### config.mk
export PLATFORM = sky130hd
export DESIGN_NAME = mem_arbiter_flat
export DESIGN_NICKNAME = d
export VERILOG_FILES = /design/src/rtl/mem_arbiter_pkg.sv /design/src/rtl/mem_arbiter_if.sv /design/src/rtl/mem_tag_table.sv /design/src/rtl/mem_arbiter.sv /design/src/flat_wrapper.sv
export SDC_FILE = /design/constraint.sdc
export NUM_CORES = 1
export LEC_CHECK = 0
export ABC_CLOCK_PERIOD_IN_PS = 3050
export CAP_MARGIN = 15
export CORE_AREA = 4 4 149 151
export DETAILED_ROUTE_END_ITERATION = 10
export DIE_AREA = 0 0 153 155
export PLACE_DENSITY_LB_ADDON = 0.3
export SYNTH_ARGS = -nofsm -noshare
export SYNTH_HDL_FRONTEND = slang
export SYNTH_HIERARCHICAL = 1
export SYNTH_SLANG_ARGS = --single-unit
### constraint.sdc
create_clock -name clock -period 3.05 [get_ports clock]
set_input_delay 0.61 -clock clock [delete_from_list [all_inputs] [get_ports clock]]
set_output_delay 0.61 -clock clock [all_outputs]
set_load 0.01 [all_outputs]
### src/rtl/mem_arbiter_pkg.sv
// mem_arbiter_pkg: shared bus encodings, tag type and owner encoding for the memory arbiter
package mem_arbiter_pkg;
    localparam int XLEN = 32;
    localparam int N_TAGS = 16;
    localparam int DEFAULT_STARVE_LIMIT = 4;
    typedef enum logic [1:0] {
        BUS_NONE  = 2'h0,
        BUS_LOAD  = 2'h1,
        BUS_STORE = 2'h2
    } bus_command_t;
    typedef logic [3:0] MEM_TAG;
    typedef enum logic {
        REQ_ICACHE = 1'b0,
        REQ_DCACHE = 1'b1
    } req_owner_t;
endpackage

### src/rtl/mem_arbiter_if.sv
// mem_arbiter_if: cache-side and memory-side signals of the shared memory port
interface mem_arbiter_if;
    import mem_arbiter_pkg::*;
    bus_command_t           icache2arb_command;
    logic [XLEN-1:0]        icache2arb_addr;
    bus_command_t           dcache2arb_command;
    logic [XLEN-1:0]        dcache2arb_addr;
    logic [63:0]            dcache2arb_data;
    MEM_TAG                 mem2proc_response;
    logic [63:0]            mem2proc_data;
    MEM_TAG                 mem2proc_tag;
    bus_command_t           proc2mem_command;
    logic [XLEN-1:0]        proc2mem_addr;
    logic [63:0]            proc2mem_data;
    MEM_TAG                 arb2icache_response;
    MEM_TAG                 arb2dcache_response;
    MEM_TAG                 arb2icache_tag;
    MEM_TAG                 arb2dcache_tag;
    logic [63:0]            arb2cache_data;
    logic                   grant_dcache;
    logic                   tag_error;
    modport slave (
        input  icache2arb_command, icache2arb_addr, dcache2arb_command, dcache2arb_addr,
               dcache2arb_data, mem2proc_response, mem2proc_data, mem2proc_tag,
        output proc2mem_command, proc2mem_addr, proc2mem_data, arb2icache_response,
               arb2dcache_response, arb2icache_tag, arb2dcache_tag, arb2cache_data,
               grant_dcache, tag_error
    );
    modport master (
        output icache2arb_command, icache2arb_addr, dcache2arb_command, dcache2arb_addr,
               dcache2arb_data, mem2proc_response, mem2proc_data, mem2proc_tag,
        input  proc2mem_command, proc2mem_addr, proc2mem_data, arb2icache_response,
               arb2dcache_response, arb2icache_tag, arb2dcache_tag, arb2cache_data,
               grant_dcache, tag_error
    );
endinterface

### src/rtl/mem_tag_table.sv
// mem_tag_table: per-tag owner table; allocates on accepted loads, frees on returns, flags protocol errors
module mem_tag_table
    import mem_arbiter_pkg::*;
(
    input  logic       clock,
    input  logic       reset,
    input  logic       alloc_en,
    input  MEM_TAG     alloc_tag,
    input  req_owner_t alloc_owner,
    input  MEM_TAG     ret_tag,
    output logic       ret_valid,
    output req_owner_t ret_owner,
    output logic       tag_error
);
    logic [N_TAGS-1:0] valid;
    logic [N_TAGS-1:0] owner;
    always_comb begin
        ret_valid = (ret_tag != '0) && valid[ret_tag];
        ret_owner = req_owner_t'(owner[ret_tag]);
    end
    // the allocate write comes last so it wins over a same-cycle free of the same tag
    always_ff @(posedge clock) begin
        if (reset) begin
            valid     <= '0;
            owner     <= '0;
            tag_error <= 1'b0;
        end else begin
            if (ret_tag != '0) valid[ret_tag] <= 1'b0;
            if (alloc_en) begin
                valid[alloc_tag] <= 1'b1;
                owner[alloc_tag] <= alloc_owner;
            end
            if ((ret_tag != '0 && !ret_valid) || (alloc_en && valid[alloc_tag] && alloc_tag != ret_tag))
                tag_error <= 1'b1;
        end
    end
endmodule

### src/rtl/mem_arbiter.sv
// mem_arbiter: dcache-priority arbiter for the shared memory port with an icache starvation guard
module mem_arbiter
    import mem_arbiter_pkg::*;
#(
    parameter int STARVE_LIMIT = DEFAULT_STARVE_LIMIT
) (
    input  logic          clock,
    input  logic          reset,
    mem_arbiter_if.slave  bus
);
    localparam int CW = $clog2(STARVE_LIMIT) + 1;
    localparam logic [CW-1:0] LIMIT = CW'(STARVE_LIMIT);
    logic [CW-1:0] starve_cnt;
    logic          ireq, dreq, grant_i, grant_d;
    logic          ret_valid;
    req_owner_t    ret_owner;
    always_comb begin
        ireq    = bus.icache2arb_command != BUS_NONE;
        dreq    = bus.dcache2arb_command != BUS_NONE;
        grant_i = ireq && (!dreq || starve_cnt >= LIMIT);
        grant_d = !grant_i;
        bus.grant_dcache        = grant_d;
        bus.proc2mem_command    = grant_i ? bus.icache2arb_command : bus.dcache2arb_command;
        bus.proc2mem_addr       = grant_i ? bus.icache2arb_addr : (dreq ? bus.dcache2arb_addr : '0);
        bus.proc2mem_data       = (ireq || dreq) ? bus.dcache2arb_data : '0;
        bus.arb2icache_response = grant_i ? bus.mem2proc_response : '0;
        bus.arb2dcache_response = (grant_d && dreq) ? bus.mem2proc_response : '0;
        bus.arb2icache_tag      = (ret_valid && ret_owner == REQ_ICACHE) ? bus.mem2proc_tag : '0;
        bus.arb2dcache_tag      = (ret_valid && ret_owner == REQ_DCACHE) ? bus.mem2proc_tag : '0;
        bus.arb2cache_data      = bus.mem2proc_data;
    end
    always_ff @(posedge clock) begin
        if (reset || !ireq || grant_i) starve_cnt <= '0;
        else if (starve_cnt < LIMIT) starve_cnt <= starve_cnt + 1'b1;
    end
    mem_tag_table u_tag_table (
        .clock       (clock),
        .reset       (reset),
        .alloc_en    (bus.proc2mem_command == BUS_LOAD && bus.mem2proc_response != '0),
        .alloc_tag   (bus.mem2proc_response),
        .alloc_owner (grant_d ? REQ_DCACHE : REQ_ICACHE),
        .ret_tag     (bus.mem2proc_tag),
        .ret_valid   (ret_valid),
        .ret_owner   (ret_owner),
        .tag_error   (bus.tag_error)
    );
endmodule

### src/flat_wrapper.sv
// flat-port wrapper written by rule: the top's interface ports become plain ports
module mem_arbiter_flat import mem_arbiter_pkg::*;
#(
    parameter int STARVE_LIMIT = DEFAULT_STARVE_LIMIT
)
  (clock, reset, bus_icache2arb_command, bus_icache2arb_addr, bus_dcache2arb_command, bus_dcache2arb_addr, bus_dcache2arb_data, bus_mem2proc_response, bus_mem2proc_data, bus_mem2proc_tag, bus_proc2mem_command, bus_proc2mem_addr, bus_proc2mem_data, bus_arb2icache_response, bus_arb2dcache_response, bus_arb2icache_tag, bus_arb2dcache_tag, bus_arb2cache_data, bus_grant_dcache, bus_tag_error);
  mem_arbiter_if bus_i ();
  input  logic clock;
  input  logic reset;
  input wire logic [$bits(bus_i.icache2arb_command)-1:0] bus_icache2arb_command;
  input wire logic [$bits(bus_i.icache2arb_addr)-1:0] bus_icache2arb_addr;
  input wire logic [$bits(bus_i.dcache2arb_command)-1:0] bus_dcache2arb_command;
  input wire logic [$bits(bus_i.dcache2arb_addr)-1:0] bus_dcache2arb_addr;
  input wire logic [$bits(bus_i.dcache2arb_data)-1:0] bus_dcache2arb_data;
  input wire logic [$bits(bus_i.mem2proc_response)-1:0] bus_mem2proc_response;
  input wire logic [$bits(bus_i.mem2proc_data)-1:0] bus_mem2proc_data;
  input wire logic [$bits(bus_i.mem2proc_tag)-1:0] bus_mem2proc_tag;
  output wire logic [$bits(bus_i.proc2mem_command)-1:0] bus_proc2mem_command;
  output wire logic [$bits(bus_i.proc2mem_addr)-1:0] bus_proc2mem_addr;
  output wire logic [$bits(bus_i.proc2mem_data)-1:0] bus_proc2mem_data;
  output wire logic [$bits(bus_i.arb2icache_response)-1:0] bus_arb2icache_response;
  output wire logic [$bits(bus_i.arb2dcache_response)-1:0] bus_arb2dcache_response;
  output wire logic [$bits(bus_i.arb2icache_tag)-1:0] bus_arb2icache_tag;
  output wire logic [$bits(bus_i.arb2dcache_tag)-1:0] bus_arb2dcache_tag;
  output wire logic [$bits(bus_i.arb2cache_data)-1:0] bus_arb2cache_data;
  output wire logic [$bits(bus_i.grant_dcache)-1:0] bus_grant_dcache;
  output wire logic [$bits(bus_i.tag_error)-1:0] bus_tag_error;
  assign bus_i.icache2arb_command = bus_icache2arb_command;
  assign bus_i.icache2arb_addr = bus_icache2arb_addr;
  assign bus_i.dcache2arb_command = bus_dcache2arb_command;
  assign bus_i.dcache2arb_addr = bus_dcache2arb_addr;
  assign bus_i.dcache2arb_data = bus_dcache2arb_data;
  assign bus_i.mem2proc_response = bus_mem2proc_response;
  assign bus_i.mem2proc_data = bus_mem2proc_data;
  assign bus_i.mem2proc_tag = bus_mem2proc_tag;
  assign bus_proc2mem_command = bus_i.proc2mem_command;
  assign bus_proc2mem_addr = bus_i.proc2mem_addr;
  assign bus_proc2mem_data = bus_i.proc2mem_data;
  assign bus_arb2icache_response = bus_i.arb2icache_response;
  assign bus_arb2dcache_response = bus_i.arb2dcache_response;
  assign bus_arb2icache_tag = bus_i.arb2icache_tag;
  assign bus_arb2dcache_tag = bus_i.arb2dcache_tag;
  assign bus_arb2cache_data = bus_i.arb2cache_data;
  assign bus_grant_dcache = bus_i.grant_dcache;
  assign bus_tag_error = bus_i.tag_error;
  mem_arbiter #(.STARVE_LIMIT(STARVE_LIMIT)) u_core (.clock(clock), .reset(reset), .bus(bus_i));
endmodule
# ---- After elaboration in Yosys (flattened, before gate mapping)
# Index checks and enable logic that the tools add are counted.
dict set report totals {
  mem_bits_ro 0
  ram_bits 0
  word_cells 64
  input_bits 206
  out_inout_bits 180
  latchBits 0
  regBits 36
  mem_count 0
}
dict set report op_classes {
  muxes 23
  n_reduce_logical 24
  bitwise_logic 4
  shifts 0
  add_sub_neg 1
  n_eq_ne 2
  mul 0
  n_lt_le_gt_ge 6
  n_div 0
}
# op n
set ops {}
lappend ops {{32-bit 2-to-1 mux} 2}
lappend ops {{64-bit 2-to-1 mux} 1}
lappend ops {{16-bit 2-to-1 mux} 3}
lappend ops {{16-bit bitwise AND} 1}
lappend ops {{16-bit bitwise mux} 1}
lappend ops {{4-bit 2-to-1 mux} 4}
lappend ops {{16-bit inverter} 1}
lappend ops {{16-bit bitwise OR} 1}
lappend ops {{1-bit binary-select mux with 4-bit select} 3}
lappend ops {{1-bit logical AND} 11}
lappend ops {{4-bit by 5-bit less-than comparator with 1-bit output, second input constant} 2}
lappend ops {{1-bit demux with 4-bit select} 2}
lappend ops {{4-bit by 1-bit >= comparator with 1-bit output, second input constant} 2}
lappend ops {{4-bit nonzero test} 2}
lappend ops {{1-bit 2-to-1 mux} 6}
lappend ops {{1-bit logical OR} 5}
lappend ops {{1-bit logical NOT} 4}
lappend ops {{4-bit != test} 1}
lappend ops {{2-bit nonzero test} 2}
lappend ops {{3-bit by 1-bit adder with 3-bit output, second input constant} 1}
lappend ops {{3-bit >= comparator, second input constant} 1}
lappend ops {{3-bit less-than comparator, second input constant} 1}
lappend ops {{2-bit by 1-bit == test with 1-bit output, second input constant} 1}
lappend ops {{2-bit 2-to-1 mux} 1}
lappend ops {{1-bit inverter} 1}

# ---- Logic depth before layout (Yosys ltp)
# Gate-level depths: netlist (run 1).
dict set report depth {
  word_depth 10
  depth_mapped 9
  depth_no_buf 7
}

# ---- Modules after synthesis
# Netlist (run 1), hierarchy kept.
# mod seq_area_each_um2 cells_per_inst n_inst area_each_um2
set by_module_without_submodules {}
lappend by_module_without_submodules {mem_tag_table 660.6 187 1 1759.2}
lappend by_module_without_submodules {mem_arbiter 60.1 216 1 1614.0}

# ---- Worst setup path after synthesis (run 1)
# No wires, ideal clock.
dict set report synth_path {
  path_type {input-to-output}
  from {in bus_mem2proc_tag[0]}
  to {out bus_arb2icache_tag[0]}
  arrival_time_ns 2.105
  slack_ns 0.335
  path_buffers 1
  path_stages 5
  t_required_ns 2.440
  cell_sequence {buf_6 > mux4_1 > mux4_2 > nor2b_1 > and2_1}
}
dict set report synth_via {
  elab_chain_cells 5
  word_cells_on_any_way 9
  cone_classes {mux (5); bitwise (1); reduce/logical (3)}
}
# item line_no
set synth_rtl {}
lappend synth_rtl {{start: declaration} flat_wrapper.sv:17} ;# input wire logic [$bits(bus_i.mem2proc_tag)-1:0] bus_mem2proc_tag;
lappend synth_rtl {{1-bit binary-select mux with 4-bit select} mem_tag_table.sv:19} ;# ret_owner = req_owner_t'(owner[ret_tag]);
lappend synth_rtl {{1-bit 2-to-1 mux (implied by the code)} mem_tag_table.sv:19}
lappend synth_rtl {{via u_core.ret_owner} mem_arbiter.sv:16} ;# req_owner_t ret_owner;
lappend synth_rtl {{1-bit inverter} mem_arbiter.sv:28} ;# bus.arb2icache_tag = (ret_valid && ret_owner == REQ_ICACHE) ? bus.mem2proc_tag : '0;
lappend synth_rtl {{1-bit logical AND} mem_arbiter.sv:28}
lappend synth_rtl {{4-bit 2-to-1 mux} mem_arbiter.sv:28}
lappend synth_rtl {{end: declaration} flat_wrapper.sv:23} ;# output wire logic [$bits(bus_i.arb2icache_tag)-1:0] bus_arb2icache_tag;
# The timed path passes the listed nets, and every way through them passes these cells. The select of a mux whose other input is x is not followed.

# ---- Worst setup path in the final report (run 1)
dict set report layout_path {
  from {in bus_icache2arb_command[1]}
  to {out bus_proc2mem_addr[1]}
}
dict set report layout_via {
  elab_chain_cells 3
}
# item line_no
set layout_rtl {}
lappend layout_rtl {{start: declaration} flat_wrapper.sv:10} ;# input wire logic [$bits(bus_i.icache2arb_command)-1:0] bus_icache2arb_command;
lappend layout_rtl {{2-bit nonzero test} mem_arbiter.sv:18} ;# ireq = bus.icache2arb_command != BUS_NONE;
lappend layout_rtl {{1-bit logical AND} mem_arbiter.sv:20} ;# grant_i = ireq && (!dreq || starve_cnt >= LIMIT);
lappend layout_rtl {{32-bit 2-to-1 mux} mem_arbiter.sv:24} ;# bus.proc2mem_addr = grant_i ? bus.icache2arb_addr : (dreq ? bus.dcache2arb_addr : '0);
lappend layout_rtl {{end: declaration} flat_wrapper.sv:19} ;# output wire logic [$bits(bus_i.proc2mem_addr)-1:0] bus_proc2mem_addr;
# Every way passes these cells.

==> results of run 1 <==
state kept, by name (all words and copies together) (netlist names):
| register | count |
|---|---|
| u_core/u_tag_table/owner | 16 |
| u_core/u_tag_table/valid | 16 |
| u_core/u_tag_table/tag_error | 1 |
| u_core/starve_cnt | 3 |
cell type report:
cell class	instances	area, um2
flip-flops and latches	36	721
fillers	2253	14400
clock inverters	3	46.3
inverters	4	15.0
well taps	275	344
multi-input cells	269	1970
repair buffers	338	3220
clock buffers	5	125
per-stage QoR:
step                      cell area, um2  setup WS [ns]  TNS (ns)  total power (uW)
after CTS                           6300        -0.0108   -0.0149              1840
final                               6440         0.0363         0              1830
after global placement              6220         -0.764     -8.00              1280
after global routing                6440        0.00116         0              1900
after floorplan                     3370          0.335         0               818
after detailed placement            6220         -0.870     -7.65              1270
layout by cell type (no fill, tap or decap), types with 5 or more instances in the layout:
cell / instances
a21oi_1: 27
and3_1: 5
dlymetal6s2s_1: 18
nor2b_1: 66
buf_4: 93
mux2i_1: 7
o21ai_0: 15
a22o_1: 31
mux4_2: 6
dfxtp_1: 36
mux4_1: 7
nand3_1: 11
and2_1: 13
nor2_1: 15
nand2_1: 30
clkdlybuf4s50_1: 158
clkbuf_16: 7
buf_12: 6
dlygate4sd2_1: 52
what timing repair did:
action,CTS,global route
buffers inserted,1,6
hold buffers,0,0
pin swaps,0,2
gates cloned,0,2
endpoints found under the setup margin,87,31
resized for setup,98,28
routing by layer:
layer | track usage [%] | vias up | share of wire [%]
li1 | - | 1829 | -
met4 | 3.05 | 0 | 1.9
met1 | 23.5 | 1798 | 49
met3 | 4.26 | 37 | 7.7
met2 | 23.2 | 190 | 42
met5 | 0 | - | 0
kinds of logic after synthesis:
family | Yosys count
AO/OA/AOI/OAI | 83
XOR/XNOR | 4
adder cells (fa/ha/maj) | 1
buffers and inverters | 98
flip-flops | 36
multiplexers | 20
AND/OR/NAND/NOR | 161
power breakdown:
group | internal (uW) | switching (uW) | leakage, uW | total [uW]
Clock | 388 | 216 | 0.0000804 | 605
Sequential | 479 | 5.83 | 0.000291 | 485
Combinational | 430 | 308 | 0.00250 | 739
final timing paths:
check	slack, ns	cells past startpoint	end
worst max-delay path	0.04	6	bus_proc2mem_addr[1]
worst min-delay path	0.42	1	u_core/starve_cnt[0]$_SDFFE_PP0N_
worst max register to register	0.86	9	u_core/u_tag_table/owner[12]$_SDFFE_PP0P_
worst min register to register	0.42	1	u_core/starve_cnt[0]$_SDFFE_PP0N_
worst max-delay path: cells and delay by family:
family,cells,cell delay [ns]
AOI/OAI and AO/OA,2,0.42
and+or+nand+nor,1,0.30
buffers and inverters,3,1.07
==> out/qor.txt, run 1 <==
Adder-cell area share of the yosys netlist: 0.371%
GRT Util Overall: 15.9%
Fin nets: 861
Clock transition at the registers of the reported paths: 0.06 ns
Routed vias/inst: 4.14
RR Startpoint: u_core/starve_cnt[2]$_SDFFE_PP0N_
Max-slew violation count: 0
CP max stage delay: 0.48 ns
First-pass GRT wire length: 28200 um
Antenna violations before repair: 0
TritonCTS clock tree: built
Hold WC Path Type: flip-flop to flip-flop
Slew of the pin with the lowest slew margin: 0.489 ns
Post-synthesis compound-gate area fraction: 17.5%
Core ar.: 20800 um2
Die Y: 155 um
Max cap viols: 0
Post-synth EDFFs: 0
Crit path launch type: input port
Iter 0 DRT Violations: 203
Largest area contributor in the netlist: dfxtp_1
F_max: 332 MHz
Critical path peak fanout: 13
Hold_sp: u_core/starve_cnt[0]$_SDFFE_PP0N_
Post-synthesis mux area share: 11.9%
Initial Util: 16.2%
GR Overflow Total: 0
Register area share after synthesis: 21.4%
Share of the synthesized area in the top cell type: 21.4%
Root buf cell: clkbuf_16
Tcrit/Tclk final: 98.8%
Post-route ant nets: 0
Placed cell count: 913
Synth async-reset ratio: 0%
Post-synthesis simple-gate area fraction: 27.4%
LEAKAGE: 0.00287 uW
Critical Path End Type: output port
Count leader, synth: nor2b_1
Overall die width: 153 um
Clock Sinks: 36
Worst Setup SP: bus_icache2arb_command[1]
DR pass1 iterations: 4
Io pins: 386
Final Hold Fails: 0
Clk_skew: 0.00337 ns
CP required: 2.44 ns
Core Rows: 53
Main synth FF type: dfxtp_1
Max IR drop VDD: 0.000197 V
TritonCTS Buffers: 5
Vias in the first global route: 3882
Most used cell, CP: clkdlybuf4s50_1
Post-synthesis xor/xnor area fraction: 1.04%
Ant. Diodes: 0
Mean Syn Cell Area: 8.37 um2
Rel. slew slack: 67.3%
Fin Hold WS: 0.423 ns
Layout cell share with drive strength beyond 1: 21.1%
Synth top area cells: dfxtp_1 21%, buf_4 14%, nor2b_1 12%, a22o_1 8.3%, mux4_1 7.8%
# setup viols final: 0
Syn nets: 610
Die area: 23700 um2
Synth top cells by count: 67 x nor2b_1, 64 x buf_4, 36 x dfxtp_1
Tmin final: 3.01 ns
Critical Path AT: 2.40 ns
Clock Path Buffers: 2
IO Port Bufs: 257
DRC viols: 0
Pin count of the biggest net entering global routing: 38
Area Growth Syn to Fin: 91.0%
Status: finished clean
WL/cell: 21.7 um
DRT Wirelength: 20200 um
CP Cell Sequence: clkdlybuf4s50_1 > or2_4 > o21a_2 > buf_12 > a22o_4 > clkdlybuf4s50_1
Routability Congestion: 0.871
RSZ-0062 raised after global routing: no
H-tree Lvls: 2
Utilization after layout: 30.9%
Mapped cell area: 3370 um2
Number of synthesized register bits: 36
Worst skew pair latency: 0.29 ns
Syn Inst Count: 403
Synth warn: 6
Fin cells: 930
Post-synth cell types: 44
Slowest CP cell: clkdlybuf4s50_1
Via count: 3854
Power Dens Cells: 284 nW/um2
Critical path type: input port to output port
Largest family of logic cells by synthesized area: simple AND/OR/NAND/NOR gates
Placed wire-length estimate: 16800 um
Note: power is estimated with default switching activity, not from simulation.
==> run 2: changes to the inputs <==
CELL_PAD_IN_SITES_DETAIL_PLACEMENT = 1   (was unset)
CELL_PAD_IN_SITES_GLOBAL_PLACEMENT = 1   (was unset)
CORE_AREA = unset   (was 4 4 149 151)
CORE_MARGIN = 4   (was unset)
CORE_UTILIZATION = 17   (was unset)
DIE_AREA = unset   (was 0 0 153 155)
==> run 2 against run 1 <==
  * Fmax increased by 0.43%
  * Sequential power is essentially flat
  * Final cell count shrank 5.4%
  * Critical path depth grew 1
  * Total power fell by 7.5%
  * Global-route usage rose by 0.58 points
  * Cell area shrank 3.9%
  * First-iteration DRC count is 9.4% lower
  * Die area shrank 6.6%
  * Via count hardly changed
  * Combinational power shrank 6.5%
  * Utilization up 0.88 points
==> out/qor.txt, run 2 (synthesis results as in run 1) <==
Status: finished clean
Fin nets: 821
Hold_buf cts: 0
Most frequent cells in the layout: 177 x clkdlybuf4s50_1, 66 x nor2b_1, 44 x dlygate4sd2_1
Initial Util: 17.3%
Fillers: 2265
Power Dens Cells: 273 nW/um2
Hold_sp: u_core/starve_cnt[0]$_SDFFE_PP0N_
# setup viols final: 0
Pin count of the biggest net entering global routing: 45
WL/cell: 22.2 um
Clock transition at the registers of the reported paths: 0.05 ns
Fin cells: 880
Placed cell areas: 5930 um2
RR Startpoint: u_core/starve_cnt[2]$_SDFFE_PP0N_
Routed vias/inst: 4.38
Worst skew pair latency: 0.28 ns
First-pass GRT wire length: 27600 um
GRT Util Overall: 16.5%
Hold WC Path Type: flip-flop to flip-flop
RSZ-0062 raised after global routing: yes
DRC viols: 0
Final Hold Fails: 0
FF-to-FF End: u_core/u_tag_table/owner[15]$_SDFFE_PP0P_
Via count: 3852
Rel. slew slack: 59.0%
Critical Path AT: 2.39 ns
Layout cell share with drive strength beyond 1: 11.1%
PnR worst setup slack: 0.0491 ns
Post-route ant nets: 0
Critical path type: input port to output port
LEAKAGE: 0.00280 uW
Die Y: 149 um
Max-slew violation count: 0
Crit path launch type: input port
Max IR drop VDD: 0.000159 V
Antenna violations before repair: 1
CP required: 2.44 ns
DRT Wirelength: 19600 um
Overall die width: 149 um
Vias in the first global route: 4136
Routability Congestion: 0.880
Ant. Diodes: 0
Critical path peak fanout: 5
IO Port Bufs: 257
R2R Setup Slk: 0.80 ns
Clock Sinks: 36
Die area: 22200 um2
Slew of the pin with the lowest slew margin: 0.609 ns
Tcrit/Tclk final: 98.4%
Iter 0 DRT Violations: 184
Tmin final: 3.00 ns
Number of cells on the worst hold path: 1
Commonest non-fill, non-tap cell in the layout: clkdlybuf4s50_1
Top flop regs: u_core/u_tag_table/owner (16), u_core/u_tag_table/valid (16), u_core/starve_cnt (3)
Max cap viols: 0
Core ar.: 19500 um2
Clock Path Buffers: 2
H-tree Lvls: 2
Placed cell count: 867
GR Overflow Total: 0
TritonCTS clock tree: built
Area Growth Syn to Fin: 83.6%
Io pins: 386
TritonCTS Buffers: 5
Reg2Reg Depth: 7
Clk_skew: 0.00291 ns
DR pass1 iterations: 4
DP Worst Slack: -0.829 ns
Core Rows: 51
Root buf cell: clkbuf_16
Utilization after layout: 31.8%
Hold Path Sink: u_core/starve_cnt[0]$_SDFFE_PP0N_
Critical Path End Type: output port
F_max: 333 MHz
Placed wire-length estimate: 16100 um
Final instance area: 6190 um2
-- run 2: power by group --
group / leakage, uW / switching, uW / internal, uW
Clock: 0.0000712 / 189 / 326
Combinational: 0.00244 / 281 / 410
Sequential: 0.000291 / 6.69 / 479
-- run 2: through the flow --
stage	hold WS [ns]	TNS, ns	total power (uW)
floorplan	0.396	0	818
global placement	0.405	-6.32	1210
detailed placement	0.421	-6.89	1210
CTS	0.429	0	1700
global route	0.442	-0.147	1760
finish	0.425	0	1690
-- run 2: timing repair --
action,in CTS,in global routing
pin swaps,1,1
buffers inserted,1,1
gates resized for setup,56,40
cloned,1,2
endpoints found under the setup margin,43,58
-- run 2: worst max path at each step --
stage	from	end	depth (start not counted)
floorplan	bus_mem2proc_tag[0]	bus_arb2icache_tag[0]	5
global placement	bus_mem2proc_tag[0]	bus_arb2icache_tag[1]	9
detailed placement	bus_mem2proc_tag[0]	bus_arb2icache_tag[3]	9
CTS	bus_icache2arb_command[1]	bus_arb2dcache_response[3]	6
global route	bus_mem2proc_tag[1]	bus_arb2icache_tag[3]	10
finish	bus_mem2proc_tag[1]	bus_arb2dcache_tag[0]	7
-- run 2: final cells by class --
| cell class | instances | area [um2] | share of cell area (%) |
|---|---|---|---|
| tap | 265 | 332 | 5.35 |
| timing repair buffer | 298 | 3010 | 48.6 |
| sequential | 36 | 721 | 11.6 |
| inverter | 4 | 15.0 | 0.242 |
| multi-input combinational | 269 | 1970 | 31.8 |
| clock buffer | 8 | 146 | 2.36 |
-- run 2: critical path: stages --
cell	delay, ns
dlygate4sd2_1	0.26
buf_6	0.14
mux4_2	0.27
mux4_2	0.50
buf_4	0.16
and3_1	0.16
dlygate4sd2_1	0.29
-- run 2: routing by layer --
metal | up-vias | GRT usage, % | part of all wire (%)
met5 | - | 0 | 0
met4 | 0 | 5.31 | 3.2
met3 | 45 | 4.53 | 7.5
met2 | 182 | 31.5 | 53
met1 | 1873 | 17.4 | 36
li1 | 1752 | - | -
